### src/rtl/hazard_ctrl.sv
// Pipeline hazard controller: stall/flush generation, forwarding selects,
// data-memory wait tracking with timeout, and saturating event counters.
//
// state | meaning
// IDLE  | no outstanding memory wait; an unready request enters WAIT
// WAIT  | memory stage held; counting consecutive wait cycles
// ERR   | wait exceeded TIMEOUT; memory stalls released until reset
module hazard_ctrl #(
    parameter int TIMEOUT = 64,
    parameter int CNT_W   = 16
) (
    input  logic             clk,
    input  logic             clr_n,
    input  logic [4:0]       rs_d,
    input  logic [4:0]       rt_d,
    input  logic [4:0]       rs_e,
    input  logic [4:0]       rt_e,
    input  logic [4:0]       write_reg_e,
    input  logic [4:0]       write_reg_m,
    input  logic [4:0]       write_reg_w,
    input  logic             reg_write_e,
    input  logic             reg_write_m,
    input  logic             reg_write_w,
    input  logic             mem_to_reg_e,
    input  logic             mem_to_reg_m,
    input  logic             branch_d,
    input  logic             jump_d,
    input  logic             pc_src_d,
    input  logic             mem_req_m,
    input  logic             mem_ready,
    output logic             stall_f,
    output logic             stall_d,
    output logic             stall_e,
    output logic             stall_m,
    output logic             flush_d,
    output logic             flush_e,
    output logic             flush_w,
    output logic [1:0]       forward_a_e,
    output logic [1:0]       forward_b_e,
    output logic             forward_a_d,
    output logic             forward_b_d,
    output logic             mem_err,
    output logic [CNT_W-1:0] stall_count,
    output logic [CNT_W-1:0] flush_count
);

    localparam int WC_W = $clog2(TIMEOUT + 1);
    localparam logic [WC_W-1:0] WC_LAST = WC_W'(TIMEOUT - 1);

    typedef enum logic [1:0] {
        IDLE = 2'd0,
        WAIT = 2'd1,
        ERR  = 2'd2
    } mem_state_t;

    mem_state_t      state;
    logic [WC_W-1:0] wait_cnt;

    logic lw_stall;
    logic br_stall;
    logic mem_stall;

    // Register 0 is hardwired, so a zero destination never creates a dependency.
    function automatic logic reg_match(input logic [4:0] dst, input logic [4:0] src);
        return (dst != 5'd0) && (dst == src);
    endfunction

    always_comb begin
        forward_a_e = 2'b00;
        if (reg_write_m && reg_match(write_reg_m, rs_e))
            forward_a_e = 2'b10;
        else if (reg_write_w && reg_match(write_reg_w, rs_e))
            forward_a_e = 2'b01;

        forward_b_e = 2'b00;
        if (reg_write_m && reg_match(write_reg_m, rt_e))
            forward_b_e = 2'b10;
        else if (reg_write_w && reg_match(write_reg_w, rt_e))
            forward_b_e = 2'b01;
    end

    assign forward_a_d = reg_write_m && reg_match(write_reg_m, rs_d);
    assign forward_b_d = reg_write_m && reg_match(write_reg_m, rt_d);

    assign lw_stall = mem_to_reg_e &&
                      (reg_match(write_reg_e, rs_d) || reg_match(write_reg_e, rt_d));

    assign br_stall = branch_d &&
                      ((reg_write_e  && (reg_match(write_reg_e, rs_d) || reg_match(write_reg_e, rt_d))) ||
                       (mem_to_reg_m && (reg_match(write_reg_m, rs_d) || reg_match(write_reg_m, rt_d))));

    assign mem_stall = mem_req_m && !mem_ready && (state != ERR);

    assign stall_m = mem_stall;
    assign stall_e = mem_stall;
    assign flush_w = mem_stall;
    assign stall_f = lw_stall || br_stall || mem_stall;
    assign stall_d = stall_f;

    // A held execute register must not also be flushed, or the held instruction is lost.
    assign flush_e = (lw_stall || br_stall) && !mem_stall;
    assign flush_d = (pc_src_d || jump_d) && !stall_d;

    always_ff @(posedge clk or negedge clr_n) begin
        if (!clr_n) begin
            state    <= IDLE;
            wait_cnt <= '0;
            mem_err  <= 1'b0;
        end else begin
            case (state)
                IDLE: begin
                    if (mem_stall) begin
                        state    <= WAIT;
                        wait_cnt <= WC_W'(1);
                    end
                end
                WAIT: begin
                    if (mem_ready || !mem_req_m) begin
                        state    <= IDLE;
                        wait_cnt <= '0;
                    end else if (wait_cnt == WC_LAST) begin
                        // This edge ends the TIMEOUT-th stalled cycle.
                        state    <= ERR;
                        wait_cnt <= wait_cnt + WC_W'(1);
                        mem_err  <= 1'b1;
                    end else begin
                        wait_cnt <= wait_cnt + WC_W'(1);
                    end
                end
                ERR: begin
                    mem_err <= 1'b1;
                end
                default: begin
                    state    <= IDLE;
                    wait_cnt <= '0;
                    mem_err  <= 1'b0;
                end
            endcase
        end
    end

    always_ff @(posedge clk or negedge clr_n) begin
        if (!clr_n) begin
            stall_count <= '0;
            flush_count <= '0;
        end else begin
            if (stall_f && (stall_count != {CNT_W{1'b1}}))
                stall_count <= stall_count + CNT_W'(1);
            if ((flush_d || flush_e) && (flush_count != {CNT_W{1'b1}}))
                flush_count <= flush_count + CNT_W'(1);
        end
    end

endmodule

### config.mk
export PLATFORM = sky130hd
export DESIGN_NAME = hazard_ctrl
export DESIGN_NICKNAME = d
export VERILOG_FILES = /design/src/rtl/hazard_ctrl.sv
export SDC_FILE = /design/constraint.sdc
export NUM_CORES = 1
export LEC_CHECK = 0
export ABC_AREA = 1
export CELL_PAD_IN_SITES_DETAIL_PLACEMENT = 1
export CELL_PAD_IN_SITES_GLOBAL_PLACEMENT = 1
export CORE_MARGIN = 2
export CORE_UTILIZATION = 33
export CTS_CLUSTER_DIAMETER = 150
export DETAILED_ROUTE_END_ITERATION = 16
export GPL_ROUTABILITY_DRIVEN = 0
export PLACE_DENSITY = 0.92
export SYNTH_ARGS = -nofsm -noshare
export SYNTH_HDL_FRONTEND = slang
export SYNTH_SLANG_ARGS = --single-unit
### constraint.sdc
create_clock -name clk -period 2.1 [get_ports clk]
set_clock_uncertainty 0.1 [all_clocks]
set_input_delay 0.525 -clock clk [delete_from_list [all_inputs] [get_ports clk]]
set_output_delay 0.525 -clock clk [all_outputs]
set_load 0.05 [all_outputs]
==> results.tsv <==
metric	value	unit
Vias/cell	5.21	
Pwr Density	750	nW/um^2
Worst slew margin	51.7	%
post-synth top area cell	dfrtp_1	
height of the chip	102	um
Yosys reg bits	42	
Sink Count	42	
routed len/inst	20.4	um
CP endpoint kind	primary output	
final worst slack	-0.307	ns
Critical Path AT	1.78	ns
Lkg Pwr	2.56	nW
peak supply drop	526	uV
hold_buf cts	0	
reg2reg setup slack	-0.09	ns
CP max stage cell	nor2_1	
crit start category	input port	
Gate Count Post-Synth	465	
asr flop ratio synth	100	%
I/O pin total	93	
Final Cycle Share	115	%
CTS Buf Count	5	
most common cell in the netlist	nand2_1	
layout cell share with drive strength beyond 1	40.1	%
crit path kind	in2out	
initial antenna violation count	1	
CTS tree	built	
R2R Path End	flush_count[7]	
max-cap viol count	0	
max-slew violation count	0	
Residual DRC	0	
Initial Util	34.2	%
final instance area	5160	um^2
final hold vios	0	
drt total wl	15.3	mm
clock-pin slew on the worst setup and hold paths	0.09	ns
total grt overflow	0	
GRT Total Usage	27.0	%
Unique masters post-synth	37	
Setup Viol. Count Final	33	
largest family of logic cells by synthesized area	simple AND/OR/NAND/NOR gates	
area share of the largest cell type after synthesis	33.1	%
peak fanout along the critical path	3	
Compound-Gate Fraction of Synth Area	6.74	%
Synth top cells by count	154 x nand2_1, 66 x inv_1, 42 x dfrtp_1, 38 x nor2_1, 33 x nand3_1	
XOR/XNOR Fraction of Synth Area	10.2	%
number of buffers and inverters on the critical path	3	
CP delay by family, top	simple AND/OR/NAND/NOR gates	
site row count	35	
Area after DPL	4600	um^2
failing checks	setup timing	
syn_nets	518	
Synth Area in Simple Gates	36.7	%
Tmin final	2.41	ns
final non-filler cell total	748	
worst r2r src	flush_count[0]	
syn_area_per_cell	6.83	um^2
synth warn	0	
Die ar.	10400	um^2
RSZ-0062 raised after global routing	true	
worst path cell trace	buf_2 -> xor2_1 -> nor2_1 -> nand3_2 -> nand2_2 -> nand2_4 -> nand2_1 -> nand2_2 -> inv_2 -> buf_12	
Hold Crit Class	in2async	
worst skew pair latency	0.31	ns
slowest stage delay, CP	0.22	ns
core box area	9280	um^2
Fmax	415	MHz
top post-synthesis cells by area	dfrtp_1 33%, nand2_1 18%, inv_1 7.8%, xor2_1 6.6%, nand3_1 5.2%	
vias in the first global route	4219	
H-tree Lvls	2	
first-iteration detailed-routing DRC count	183	
worst slew pin tran	0.724	ns
PortBufs	92	
largest net degree at the start of global routing	31	
placed cell count	718	
most used cell along the critical path	nand2_2	
first-pass GRT wire length	21.7	mm
post-synthesis sequential area ratio	33.1	%
Nets	670	
Root Buffer	clkbuf_8	
remaining antenna violation count	0	
status	finished, violations left	
DP Wirelength	9.30	mm
WP data required	1.47	ns
post-synthesis adder-cell area fraction	2.36	%
EDFF count, synth	0	
routed vias	3899	
maximum buffer depth of the clock tree	2	
P&R area growth vs syn	62.5	%
Reg2Reg Depth	11	
Synth Cell Area	3170	um^2
ys flop type	dfrtp_1	
Total Power	3.87	mW
mux contribution to synthesized area	0	%
Filler cells	1175	
drt pass-1 iters	4	
die width	102	um
-- worst max-delay path by stage --
stage | startpoint | endpoint | slack, ns | depth (start not counted)
final | rt_d[1] | flush_e | -0.31 | 10
after global routing | rt_d[1] | flush_e | -0.36 | 10
after CTS | write_reg_m[2] | flush_d | -0.17 | 11
after detailed placement | write_reg_m[1] | forward_b_e[0] | -0.76 | 9
after global placement | write_reg_m[2] | flush_d | -0.68 | 11
after floorplan | write_reg_m[2] | forward_b_e[0] | -0.41 | 6
-- state kept, by name (all words and copies together), names as in the netlist --
| name | cells |
|---|---|
| wait_cnt | 7 |
| state | 2 |
| mem_err | 1 |
| flush_count | 16 |
| stall_count | 16 |
-- through the flow --
step	util, %	TNS, ns	setup slack, ns	hold WS, ns
after floorplan	-	-1.23	-0.409	0.129
after global placement	49.6	-23.73	-0.680	0.385
after detailed placement	49.6	-28.35	-0.761	0.391
after CTS	52.9	-1.72	-0.171	0.173
after global routing	55.6	-7.10	-0.358	0.195
final	55.6	-4.67	-0.307	0.159
-- cell families (layout without fill, tap and decap cells) --
group | Yosys count | in the layout
compound gates | 36 | 36
flops | 42 | 42
simple gates | 266 | 266
buf+inv | 78 | 231
xor+xnor | 37 | 37
fa+ha+maj | 6 | 6
other cells | 0 | 1
-- where the power goes --
group          leakage [nW]  internal (mW)  switching [mW]
clock network        0.0472          0.265           0.312
registers             0.561          0.963           0.192
logic                  1.95          0.799            1.33
-- metal layers --
layer  part of all wire [%]  vias to the layer above  global-route usage [%]
li1                       -                     1768                       -
met4                    5.9                        0                    13.7
met1                     38                     1931                    29.1
met5                      0                        -                       0
met2                     52                      132                    50.2
met3                    3.8                       68                    5.20
-- final cells by class --
type	count	area, um^2	share of cell area, %
Tap cell	129	161	3.13
Antenna cell	1	2.50	0.0485
Clock buffer	6	82.6	1.60
Inverter	68	275	5.34
Timing Repair Buffer	155	1400	27.1
Sequential cell	42	1060	20.5
Multi-Input combinational cell	345	2170	42.0
Clock inverter	2	12.5	0.243
-- cells in the final DEF, fill, tap and decap left out, types with 6 or more instances in the layout --
| master | count |
|---|---|
| dfrtp_1 | 38 |
| clkbuf_8 | 6 |
| nor3_1 | 10 |
| inv_4 | 6 |
| xnor2_1 | 8 |
| nor2_2 | 8 |
| nand2_2 | 10 |
| nor2_1 | 23 |
| nor2_4 | 9 |
| inv_1 | 48 |
| nand3_1 | 28 |
| o21ai_0 | 12 |
| buf_12 | 14 |
| buf_4 | 84 |
| buf_2 | 24 |
| nand3_2 | 6 |
| nand2_1 | 144 |
| inv_2 | 13 |
| buf_6 | 15 |
| xor2_1 | 20 |
-- timing repair --
item / CTS / global route
resized for setup: 218 / 60
pin swaps: 53 / 26
setup endpoints to repair: 45 / 41
gates cloned: 1 / 0
setup buffers: 18 / 4
No activity file was read; power rests on OpenSTA's default activity.
